### src/rtl/package_read_control.sv
// Read-side sequencer for the even/odd package buffers: counts completed packages and
// streams each one out as even[0],odd[0],even[1],odd[1],... on a valid/ready port.
module package_read_control #(
   parameter int RD_LATENCY = 2,
   parameter int PEND_WIDTH = 4
) (
   input  logic                  clk,
   input  logic                  rst_n,
   input  logic                  live_rising,
   input  logic                  complete,
   input  logic [9:0]            HALF_PACKAGE_LENGTH,
   input  logic [14:0]           MEMORY_DEPTH,
   output logic [14:0]           even_rdaddr,
   output logic [14:0]           odd_rdaddr,
   input  logic [15:0]           even_q,
   input  logic [15:0]           odd_q,
   output logic [15:0]           tx_data,
   output logic                  tx_valid,
   input  logic                  tx_ready,
   output logic                  tx_last,
   output logic [PEND_WIDTH-1:0] pending,
   output logic                  overflow,
   output logic                  busy
);

   // Stream handshake: a word moves on any clock where tx_valid && tx_ready; once
   // tx_valid rises it stays high with tx_data/tx_last frozen until that transfer.
   localparam int FIFO_DEPTH = RD_LATENCY + 2;
   localparam int IDX_W      = $clog2(FIFO_DEPTH);
   localparam int CNT_W      = $clog2(FIFO_DEPTH + 1);
   localparam logic [PEND_WIDTH-1:0] PEND_MAX = {PEND_WIDTH{1'b1}};
   localparam logic [RD_LATENCY-1:0] TOP_STAGE = RD_LATENCY'(1) << (RD_LATENCY - 1);

   typedef enum logic {IDLE, READ} state_t;

   state_t                 state, state_nxt;
   logic [10:0]            len, k;
   logic [RD_LATENCY-1:0]  pipe_vld, pipe_odd, pipe_last;
   logic [15:0]            fifo_data [FIFO_DEPTH];
   logic                   fifo_last [FIFO_DEPTH];
   logic [IDX_W-1:0]       wr_idx, rd_idx;
   logic [CNT_W-1:0]       count, count_nxt, outstanding;
   logic                   pend_inc, pend_dec, load_len, issue, is_last;
   logic                   credit, push, pop, inflight_nxt;
   logic [15:0]            push_data;

   function automatic logic [14:0] ptr_inc(input logic [14:0] p);
      return (p < MEMORY_DEPTH - 15'd1) ? p + 15'd1 : 15'd0;
   endfunction

   function automatic logic [IDX_W-1:0] idx_inc(input logic [IDX_W-1:0] i);
      return (i == IDX_W'(FIFO_DEPTH - 1)) ? '0 : i + IDX_W'(1);
   endfunction

   always_comb begin
      outstanding = '0;
      for (int i = 0; i < RD_LATENCY; i++) outstanding = outstanding + CNT_W'(pipe_vld[i]);
   end

   // Reads in flight are counted against the FIFO so tx_ready=0 can never overfill it.
   assign credit    = ({1'b0, count} + {1'b0, outstanding}) < (CNT_W + 1)'(FIFO_DEPTH);
   assign is_last   = (k == len - 11'd1);
   assign push      = pipe_vld[RD_LATENCY-1];
   assign push_data = pipe_odd[RD_LATENCY-1] ? odd_q : even_q;
   assign pop       = tx_valid && tx_ready;
   assign count_nxt = count + CNT_W'(push) - CNT_W'(pop);

   always_comb begin
      state_nxt = state;
      pend_inc  = complete;
      pend_dec  = 1'b0;
      load_len  = 1'b0;
      issue     = 1'b0;
      case (state)
         IDLE: begin
            // A zero-length package is consumed here without ever entering READ.
            if (pending != '0) begin
               pend_dec = 1'b1;
               if (HALF_PACKAGE_LENGTH != 10'd0) begin
                  state_nxt = READ;
                  load_len  = 1'b1;
               end
            end
         end
         READ: begin
            if (credit) begin
               issue = 1'b1;
               if (is_last) begin
                  if (pending != '0 && HALF_PACKAGE_LENGTH != 10'd0) begin
                     pend_dec = 1'b1;
                     load_len = 1'b1;
                  end else begin
                     state_nxt = IDLE;
                  end
               end
            end
         end
         default: state_nxt = IDLE;
      endcase
   end

   assign inflight_nxt = issue || (|(pipe_vld & ~TOP_STAGE));

   always_ff @(posedge clk or negedge rst_n) begin
      if (!rst_n) begin
         state       <= IDLE;
         even_rdaddr <= '0;
         odd_rdaddr  <= '0;
         pending     <= '0;
         overflow    <= 1'b0;
         len         <= '0;
         k           <= '0;
         pipe_vld    <= '0;
         pipe_odd    <= '0;
         pipe_last   <= '0;
         wr_idx      <= '0;
         rd_idx      <= '0;
         count       <= '0;
         tx_valid    <= 1'b0;
         busy        <= 1'b0;
      end else if (live_rising) begin
         // Clearing pipe_vld drops the tag of every issued read, so late q data is ignored.
         state       <= IDLE;
         even_rdaddr <= '0;
         odd_rdaddr  <= '0;
         pending     <= '0;
         overflow    <= 1'b0;
         len         <= '0;
         k           <= '0;
         pipe_vld    <= '0;
         pipe_odd    <= '0;
         pipe_last   <= '0;
         wr_idx      <= '0;
         rd_idx      <= '0;
         count       <= '0;
         tx_valid    <= 1'b0;
         busy        <= 1'b0;
      end else begin
         state <= state_nxt;
         if (issue && k[0]) begin
            even_rdaddr <= ptr_inc(even_rdaddr);
            odd_rdaddr  <= ptr_inc(odd_rdaddr);
         end
         if (pend_inc && !pend_dec) begin
            if (pending == PEND_MAX) overflow <= 1'b1;
            else pending <= pending + PEND_WIDTH'(1);
         end else if (pend_dec && !pend_inc) begin
            pending <= pending - PEND_WIDTH'(1);
         end
         if (load_len) begin
            len <= {HALF_PACKAGE_LENGTH, 1'b0};
            k   <= '0;
         end else if (issue) begin
            k <= k + 11'd1;
         end
         pipe_vld[0]  <= issue;
         pipe_odd[0]  <= k[0];
         pipe_last[0] <= issue && is_last;
         for (int i = 1; i < RD_LATENCY; i++) begin
            pipe_vld[i]  <= pipe_vld[i-1];
            pipe_odd[i]  <= pipe_odd[i-1];
            pipe_last[i] <= pipe_last[i-1];
         end
         if (push) wr_idx <= idx_inc(wr_idx);
         if (pop) rd_idx <= idx_inc(rd_idx);
         count    <= count_nxt;
         tx_valid <= (count_nxt != '0);
         busy     <= (state_nxt == READ) || (count_nxt != '0) || inflight_nxt;
      end
   end

   always_ff @(posedge clk) begin
      if (push) begin
         fifo_data[wr_idx] <= push_data;
         fifo_last[wr_idx] <= pipe_last[RD_LATENCY-1];
      end
   end

   // Storage is unreset, so the head is gated to keep idle outputs at zero.
   assign tx_data = tx_valid ? fifo_data[rd_idx] : 16'd0;
   assign tx_last = tx_valid && fifo_last[rd_idx];

endmodule

### config.mk
export PLATFORM = sky130hd
export DESIGN_NAME = package_read_control
export DESIGN_NICKNAME = d
export VERILOG_FILES = /design/src/rtl/package_read_control.sv
export SDC_FILE = /design/constraint.sdc
export NUM_CORES = 1
export LEC_CHECK = 0
export CAP_MARGIN = 20
export CELL_PAD_IN_SITES_DETAIL_PLACEMENT = 1
export CELL_PAD_IN_SITES_GLOBAL_PLACEMENT = 2
export CORE_AREA = 2 2 131 133
export CTS_BUF_LIST = sky130_fd_sc_hd__clkbuf_8
export CTS_CLUSTER_DIAMETER = 50
export DETAILED_ROUTE_END_ITERATION = 12
export DIE_AREA = 0 0 133 135
export DONT_BUFFER_PORTS = 1
export PLACE_DENSITY = 0.93
export SETUP_SLACK_MARGIN = 0.15
export SLEW_MARGIN = 15
export SYNTH_ARGS = -nofsm -noshare
export SYNTH_HDL_FRONTEND = slang
export SYNTH_SLANG_ARGS = --single-unit
### constraint.sdc
create_clock -name clk -period 4.85 [get_ports clk]
set_input_delay 0.2425 -clock clk [delete_from_list [all_inputs] [get_ports clk]]
set_output_delay 0.2425 -clock clk [all_outputs]
set_load 0.01 [all_outputs]
==> results.md, run 1 <==
Outcome:
- The run finished with clean final reports.

Synth:
- The count of different cell masters after synthesis is 58.
- The share of synthesized flip-flops with an asynchronous set or reset is approximately half.
- Ranked by instance count, the synthesized netlist is headed by 72 x dfrtp_1, 68 x edfxtp_1, 64 x nor2_1.
- By area the synthesized netlist is led by edfxtp_1 27%, dfrtp_1 24%, ha_1 7.2%.
- Summing every instance area after synthesis gives 7630 um2.
- The most frequently used flop master after synthesis is dfrtp_1.
- The number of nets handed over by synthesis was between 700 and 800.
- The cell count after synthesis is around 660.
- edfxtp_1 takes more of the synthesized area than any other cell.
- The post-synthesis area per instance is 11.6 um2.
- The top cell type by area accounts for 26.7% of the synthesized area.
- The share of the yosys chip area belonging to registers is 50.3%.
- In this run, synthesis inferred 68 flip-flops with an integrated enable.
- After synthesis the netlist holds a flip-flop and latch count of 140.
- The most frequent cell after synthesis is dfrtp_1.
- Yosys printed 0 warnings.

Critical path:
- The worst register-to-register path has a setup slack of 0.92 ns.
- The category of the worst setup path launch point is a flop.
- The endpoint identified for the worst register-to-register timing path is pending[3].
- By startpoint and endpoint, the worst setup path is classified as reg -> reg.
- The launch point of the critical path is pipe_vld[0].
- In this run the critical register-to-register path is launched from pipe_vld[0].
- The capture point of the worst path is pending[3].
- The required time reported for the critical path endpoint is 5.20 ns.
- The worst reg-to-reg path cell count is 15.
- STA classifies the critical path endpoint as a flop.
- Along the worst path, the maximum fanout reaches 5.
- The signal arrival time at the worst endpoint is about 4.3 ns.

Timing:
- For the pin with the worst max-slew slack, the measured transition is 0.965 ns.
- The aggregate negative setup slack is 0 ns.
- The maximum clock rate is 254 MHz.
- The clock arrives with between 0.01 and 0.015 ns of skew.
- Setup repair after global routing left no endpoint under its margin.
- Subtracting the final worst setup slack from the clock period gives 3.93 ns.
- The number of pins exceeding their max-slew limit in the final report is 0.
- The max-slew headroom at the worst pin is between 30% and 40%.
- After layout, the worst path uses 81.1% of the clock period.
- Setup violations remaining at the end of the flow were counted as 0.
- The final hold violation count is 0.

Power and ir drop:
- The combinational power share is 29.1%.
- In this run, the clock network consumes 24.8% of the power.
- The worst-case IR drop observed on VDD is 0.000222 V.
- Summed over all cells, the static leakage comes to 0.00342 uW.
- In this run switching power makes up approximately a third of total power.
- Summed over all nets, the switching power comes to about 1100 uW.
- For this design the ratio of total power to cell area is 391 nW/um2.
- The internal portion of total power is around 2100 uW.
- After layout, the design draws a total of around 3200 uW.
- The part of the total power dissipated in sequential elements is about 46%.

CTS:
- Clock tree synthesis selected as its root buffer the cell clkbuf_8.
- For this design, the sink count on the clock tree is 140.
- The later pin in the worst-skew pair is clocked with a latency of 0.44 ns.
- The CTS tree is built.
- Clock tree synthesis inserted a total of 17 buffers.
- The number of buffers on the longest clock path is 2.
- After clock tree synthesis, the clock-pin slew on the worst setup and hold paths is approximately 0.08 ns.
- The total number of H-tree levels is 4.
- The post-CTS resize count is 0.

Floorplan:
- The horizontal die dimension is 133 um.
- Pin placement for this block handled 116 I/O pins.
- Row generation in the floorplan step produced between 40 and 50 rows.
- For this configuration, the core starts out at a cell density of approximately 47%.
- The core footprint is 16400 um2.
- The height of the die is 135 um.
- The die covers between 15000 and 20000 um2.

Routing:
- The final layout contains routed wiring with a total length of 17900 um.
- The count of nets left with antenna violations after detail routing is 0.
- The post-detailed-route via-to-cell ratio is 5.77.
- The via count is between 5000 and 6000.
- For this run, design rule violations remaining after detail routing come to 0.
- The mean routed wirelength per cell is 19.8 um.
- The DRC marker count from the first detailed-route iteration is 216.
- The first detailed-routing pass took 4 iterations.

Global route:
- The number of global-route vias before repair is ~5800.
- The initial antenna violation count is 0.
- Global routing finished with a remaining overflow of 0.
- The largest net degree at the start of global routing is 73.
- The first-pass GRT wire length is roughly 29000 um.
- Global routing used a little over a fifth of the available tracks across all layers.

Final layout:
- The synthesis-to-layout area growth is 8.90%.
- The multi-input combinational cells in the finished layout cover a total of 3610 um2.
- The post-route core utilization is 50.7%.
- The filler cells instantiated in the layout total 1736.
- Summing all non-filler instances in the final layout gives an area of approximately 8300 um2.
- At the end of the flow, the number of nets in the layout was 779.
- The sequential cells in the finished layout cover a total of 3840 um2.
- The fraction of layout cells with a size suffix above 1 is around 11%.
- The antenna diode count is 0.

Run:
- The max-capacitance violation count is 0.

Placed design:
- Buffers placed on the I/O ports in this run total 0.
- The placed standard-cell area is 7830 um2.
- The placer congestion estimate is 0.798.
- The HPWL after detailed placement is 12900 um.

Worst hold path:
- The min-delay analysis places its worst path in the category in -> reg.
[placed cells by master, fill, tap and decap left out, types with 17 or more instances in the layout]
master    synthesis  layout
a21o_1           17      17
a21oi_1          20      20
and2_1           25      25
and3_1           18      18
clkbuf_8          0      17
dfrtp_1          72      72
edfxtp_1         68      68
ha_1             44      44
inv_1            18      18
mux2_2           20      20
mux2i_1          20      20
mux4_2           17      17
nand2_1          41      41
nand3_1          29      29
nor2_1           64      64
xnor2_1          19      19
xor2_1           17      17
[layout make-up]
| cell class | instances | share of cell area (%) |
|---|---|---|
| clock inverter | 15 | 1.17 |
| sequential | 140 | 46.2 |
| clock buffer | 17 | 2.81 |
| tap | 220 | 3.31 |
| multi-input combinational | 477 | 43.4 |
| timing repair buffer | 17 | 2.26 |
| inverter | 18 | 0.813 |
[worst min-delay path by stage]
stage,start,end,slack [ns],depth (start not counted)
after global placement,rst_n,odd_rdaddr[2],-0.05,0
final,live_rising,even_rdaddr[10],0.03,2
after floorplan,rst_n,busy,-0.05,0
after detailed placement,rst_n,odd_rdaddr[2],-0.05,0
after CTS,live_rising,even_rdaddr[6],0.006,2
after global routing,live_rising,even_rdaddr[6],0.01,2
[metrics by stage]
step	hold WS (ns)	worst slack [ns]	instances
floorplan	-0.0531	1.58	661
global placement	-0.0515	1.15	857
detailed placement	-0.0510	0.920	858
CTS	0.00629	0.897	904
global route	0.0103	0.683	904
finish	0.0297	0.917	904
[kinds of logic after synthesis]
logic type / share of synthesized area, %
AOI/OAI and AO/OA: 8.33
muxes: 10.6
and+or+nand+nor: 16.5
adders and majority gates: 7.74
xor gates and xnor gates: 4.13
buffers and inverters: 2.39
DFF: 50.3
[registers in the layout (all words and copies together), names as in the netlist, 3 cells and up]
register     cells
odd_rdaddr      15
k               11
fifo_data       64
even_rdaddr     15
pending          4
fifo_last        4
len             10
count            3
[what timing repair did]
action                                 in CTS  in global routing
endpoints found under the hold margin      99                  0
hold buffers                               14                  0
setup buffers                               0                  0
[critical path, stage by stage, from the launching register on]
cell      delay (ns)
dfrtp_1         0.39
ha_1            0.30
a21o_1          0.18
and4b_1         0.20
o311ai_1        0.53
nor4_1          0.18
a31oi_2         0.31
nand2_1         0.19
ha_1            0.31
a21o_1          0.10
a21o_1          0.19
nor3_1          0.06
and4_1          0.20
nor4b_1         0.40
nor2_1          0.09
o221ai_1        0.19
[power groups by stage]
stage | combinational (uW) | clock, uW | sequential (uW)
floorplan | 759 | 0 | 1460
global placement | 853 | 0 | 1510
detailed placement | 913 | 0 | 1520
CTS | 949 | 828 | 1500
global route | 1050 | 885 | 1520
finish | 944 | 805 | 1500
[metal layers]
| metal | up-vias | global-route usage [%] | share of wire, % |
|---|---|---|---|
| met3 | 21 | 4.02 | 3.2 |
| met2 | 95 | 38.9 | 53 |
| li1 | 2452 | - | - |
| met4 | 0 | 6.69 | 1.5 |
| met5 | - | 0 | 0 |
| met1 | 2649 | 24.3 | 42 |
Power figures use the tool's default switching activity.
==> run 2, diff against run 1 <==
--- a/config.mk
+++ b/config.mk
@@ -5,16 +5,17 @@
 export SDC_FILE = /design/constraint.sdc
 export NUM_CORES = 1
 export LEC_CHECK = 0
+export ABC_AREA = 1
 export CAP_MARGIN = 20
 export CELL_PAD_IN_SITES_DETAIL_PLACEMENT = 1
 export CELL_PAD_IN_SITES_GLOBAL_PLACEMENT = 2
-export CORE_AREA = 2 2 131 133
+export CORE_AREA = 2 2 152 154
 export CTS_BUF_LIST = sky130_fd_sc_hd__clkbuf_8
 export CTS_CLUSTER_DIAMETER = 50
 export DETAILED_ROUTE_END_ITERATION = 12
-export DIE_AREA = 0 0 133 135
+export DIE_AREA = 0 0 154 156
 export DONT_BUFFER_PORTS = 1
-export PLACE_DENSITY = 0.93
+export PLACE_DENSITY = 0.84
 export SETUP_SLACK_MARGIN = 0.15
 export SLEW_MARGIN = 15
 export SYNTH_ARGS = -nofsm -noshare
==> constraint.sdc (replaced) <==
create_clock -name clk -period 3.6 [get_ports clk]
set_input_delay 0.18 -clock clk [delete_from_list [all_inputs] [get_ports clk]]
set_output_delay 0.18 -clock clk [all_outputs]
set_load 0.01 [all_outputs]
==> run 2 against run 1 <==
Net effect: core utilization fell by 10 points; critical path depth increased by 4; wire length is 17% higher; non-clock buffer count is 23 higher; global-route usage fell by 2.7 points; sequential cell count stayed put; clock-buffer cell count unchanged; synthesized cell count increased by 36%; area after synthesis up 4.4%; critical path type unchanged.
==> results.md, run 2 <==
Synth:
- Cell types occupying the most area after synthesis: edfxtp_1 26%, dfrtp_1 23%, ha_1 6.9% (was edfxtp_1 27%, dfrtp_1 24%, ha_1 7.2%).
- The number of register bits inferred by synthesis is 140 (unchanged).
- The total of warnings raised by yosys is 0 (unchanged).
- The share of synthesized flip-flops with an asynchronous set or reset is 51.4% (unchanged).
- The share of Yosys cell area claimed by the top area cell type is 25.6% (was 26.7%).
- The post-synthesis area per instance is 8.85 um2 (was 11.6 um2).
- Most numerous cell types in the synthesized netlist: 138 x nor2_1, 136 x nand2_1, 92 x inv_1 (was 72 x dfrtp_1, 68 x edfxtp_1, 64 x nor2_1).
- The most frequently used flop master after synthesis is dfrtp_1 (unchanged).
- The post-synthesis net count came to 1009 (was 769).
- The cell accounting for the most synthesized area is edfxtp_1 (unchanged).
- The cell count after synthesis is 901 (was 661).
- The count of different cell masters after synthesis was 44 (was 58).
- The most frequent cell after synthesis is nor2_1 (was dfrtp_1).
- The share of the yosys chip area belonging to registers is 48.2% (was 50.3%).
- The synthesized area came to 7970 um2 (was 7630 um2).
- The number of synthesized flops with an enable pin is 68 (unchanged).

Final layout:
- The net count of the finished layout is 1044 (was 779).
- The count of filler cells inserted in the layout is 2612 (was 1736).
- The commonest non-fill, non-tap cell in the layout is nor2_1 (was dfrtp_1).
- The synthesis-to-layout area growth is 13.8% (was 8.90%).
- The register ranked first by flip-flop count is fifo_data (unchanged).
- The flip-flop count of the largest register, all copies and words added is 64 (unchanged).
- The antenna diode count was 0 (unchanged).
- Most frequent cells in the layout: 138 x nor2_1, 136 x nand2_1, 92 x inv_1, 72 x dfrtp_1, 71 x o21ai_0 (was 72 x dfrtp_1, 68 x edfxtp_1, 64 x nor2_1, 44 x ha_1, 41 x nand2_1).
- The fraction of layout cells with a size suffix above 1 is 9.17% (was 11.3%).
- The final standard cell count with taps included and fillers excluded is 1234 (was 904).
- The post-route cell area is 9070 um2 (was 8310 um2).
- Biggest registers after layout: fifo_data (64), even_rdaddr (15), odd_rdaddr (15) (unchanged).

CTS:
- The number of buffers on the longest clock path is 2 (unchanged).
- The number of clock sinks is 140 (unchanged).
- The buffer cell driving the clock tree root is clkbuf_8 (unchanged).
- The clock slew seen by the registers of the worst setup and hold paths is 0.09 ns (was 0.08 ns).
- The clock latency of the later-clocked register in the worst-skew pair is 0.46 ns (was 0.44 ns).
- The TritonCTS buffer count is 17 (unchanged).
- The CTS tree is built (unchanged).
- The total number of H-tree levels is 4 (unchanged).
- The post-CTS repair timing setup buffer count is 0 (unchanged).

Placed design:
- The HPWL after detailed placement is 14700 um (was 12900 um).
- The total placed cells including tap cells is 1169 (was 858).
- The placed standard-cell area was 8280 um2 (was 7830 um2).
- The placer congestion estimate is 0.814 (was 0.798).
- The number of buffers added on ports is 0 (unchanged).

Power and ir drop:
- The internal portion of total power is 2960 uW (was 2120 uW).
- The switching share of total power came to 37.3% (was 34.9%).
- The combinational power share came to 28.5% (was 29.1%).
- The clock network fraction of total power is 30.5% (was 24.8%).
- The largest vdd supply drop is 0.000254 V (was 0.000222 V).
- The total power draw is 4730 uW (was 3250 uW).
- The switching power total is 1760 uW (was 1130 uW).
- The part of the total power dissipated in sequential elements is 40.9% (was 46.2%).
- The static leakage power was 0.00385 uW (was 0.00342 uW).
- The total power density per cell area is 521 nW/um2 (was 391 nW/um2).

Timing:
- The final hold violation count came to 0 (unchanged).
- The final critical delay including setup and external delays is 3.02 ns (was 3.93 ns).
- The final period utilization is 83.8% (was 81.1%).
- RSZ-0062 raised after global routing: false (unchanged).
- The setup-violating endpoint count in the final report is 0 (unchanged).
- The final setup skew is 0.0206 ns (was 0.0109 ns).
- The aggregate negative setup slack is 0 ns (unchanged).
- The maximum clock rate was 332 MHz (was 254 MHz).
- The max-slew headroom at the worst pin is 35.4% (was 35.5%).
- The number of pins exceeding their max-slew limit in the final report is 0 (unchanged).
- The transition at the pin with the smallest max-transition slack is 0.969 ns (was 0.965 ns).

Global route:
- The largest net degree at the start of global routing was 73 (unchanged).
- The overall global routing resource usage came to 18.3% (was 20.9%).
- The first-pass GRT wire length is 34900 um (was 29400 um).
- The initial antenna violation count came to 0 (unchanged).
- The final global-route overflow total is 0 (unchanged).
- The number of global-route vias before repair came to 6622 (was 5791).

Critical path:
- The endpoint class of the critical path is a flop (unchanged).
- The signal arrival time at the worst endpoint was 3.41 ns (was 4.28 ns).
- The category of the worst setup path launch point is a flop (unchanged).
- The required time reported for the critical path endpoint is 3.99 ns (was 5.20 ns).
- The maximum fanout along the worst path came to 7 (was 5).
- The critical path class is reg -> reg (unchanged).

Routing:
- The via count is 6214 (was 5217).
- The DRC marker count from the first detailed-route iteration is 242 (was 216).
- The count of unresolved DRC violations after routing is 0 (unchanged).
- The post-detailed-route via-to-cell ratio is 5.04 (was 5.77).
- The count of TritonRoute iterations in the first routing pass is 4 (unchanged).
- The mean routed wirelength per cell was 16.9 um (was 19.8 um).
- The count of nets left with antenna violations after detail routing is 0 (unchanged).
- The total length of routed wires is 20900 um (was 17900 um).

Floorplan:
- The die area is 24000 um2 (was 18000 um2).
- The horizontal die dimension is 154 um (was 133 um).
- The effective utilization at floorplan is 35.7% (was 46.5%).
- The core footprint is 22400 um2 (was 16400 um2).
- The row count is 55 (was 47).
- The number of top-level design ports came to 116 (unchanged).
- The height of the die is 156 um (was 135 um).

Run:
- The max-capacitance violation count is 0 (unchanged).

Worst hold path:
- The worst hold path class is in -> reg (unchanged).

Outcome:
- Run status: completed (unchanged).
-- run 2: cell types whose count changed after synthesis, moves of 17 or more --
cell and delta:
nor2_1 +74, nand3_1 +20, and2_1 -25, o21ai_0 +55, a21oi_1 +25, nand2_1 +95
mux2i_1 -20, inv_1 +74, mux4_2 -17
-- run 2: timing repair --
item	CTS	global route
resized for setup	0	1
hold endpoints to repair	141	0
hold buffers	33	0
endpoints found under the setup margin	0	1
-- run 2: layout make-up --
| cell class | instances | area (um2) | share of cell area, % |
|---|---|---|---|
| well taps | 285 | 357 | 3.93 |
| repair buffers | 40 | 400 | 4.41 |
| clock inverters | 15 | 215 | 2.37 |
| inverters | 98 | 370 | 4.08 |
| flip-flops and latches | 140 | 3840 | 42.4 |
| multi-input cells | 639 | 3650 | 40.3 |
| clock buffers | 17 | 234 | 2.58 |
-- run 2: cells by family after synthesis --
group / count (synthesis) / share of synthesized area, %
mux: 16 / 2.26
buf+inv: 122 / 5.99
simple gates: 394 / 22.2
fa+ha+maj: 46 / 7.41
flops: 140 / 48.2
xor+xnor: 35 / 3.84
compound gates: 148 / 10.1
-- run 2: worst paths after layout --
| path | startpoint | endpoint | slack, ns | cells after the start |
|---|---|---|---|---|
| max in group asynchronous | rst_n | pipe_vld[1] | 3.01 | 2 |
| min in group asynchronous | rst_n | len[7] | 0.27 | 2 |
| worst max-delay path | len[1] | pending[3] | 0.58 | 19 |
| worst min register to register | pipe_odd[0] | pipe_odd[1] | 0.47 | 2 |
| worst min-delay path | even_q[9] | fifo_data[0][9] | 0.02 | 1 |
| worst max register to register | len[1] | pending[3] | 0.58 | 19 |
-- run 2: per-stage QoR --
step | hold WS, ns | worst slack [ns] | util (%)
floorplan | -0.116 | 0.886 | -
global placement | -0.113 | 0.726 | 37.0
detailed placement | -0.113 | 0.540 | 37.0
CTS | 0.00142 | 0.529 | 40.6
global route | 0.00409 | 0.169 | 40.6
finish | 0.0225 | 0.584 | 40.6
-- run 2: routing by layer --
layer	track usage [%]	routed length, um	vias up
li1	-	-	3105
met4	4.98	305	0
met5	0	0	-
met3	3.81	706	22
met1	23.2	9780	2982
met2	31.7	10100	105
-- run 2: critical path, stage by stage (launching register included) --
cell and delay [ns]:
dfrtp_1 0.39, inv_1 0.18, ha_2 0.32, nand2_1 0.07, nand3_1 0.07, nor2_1 0.17
nand2_1 0.08, nor2_1 0.08, nand2_1 0.08, nor2_1 0.10, nand4_1 0.13, nand3_1 0.21
ha_1 0.31, a21oi_1 0.18, nand2_1 0.08, xor2_1 0.17, nand4_1 0.12, nand2_1 0.08
nand3_1 0.08, nand2_1 0.07
-- run 2: power by group through the flow --
stage          combinational, uW  clock [uW]  sequential, uW
6_report                    1350        1440            1930
5_1_grt                     1560        1550            1950
4_1_cts                     1370        1490            1940
3_5_place_dp                1300           0            1970
3_3_place_gp                1280           0            1970
2_1_floorplan               1010           0            1920
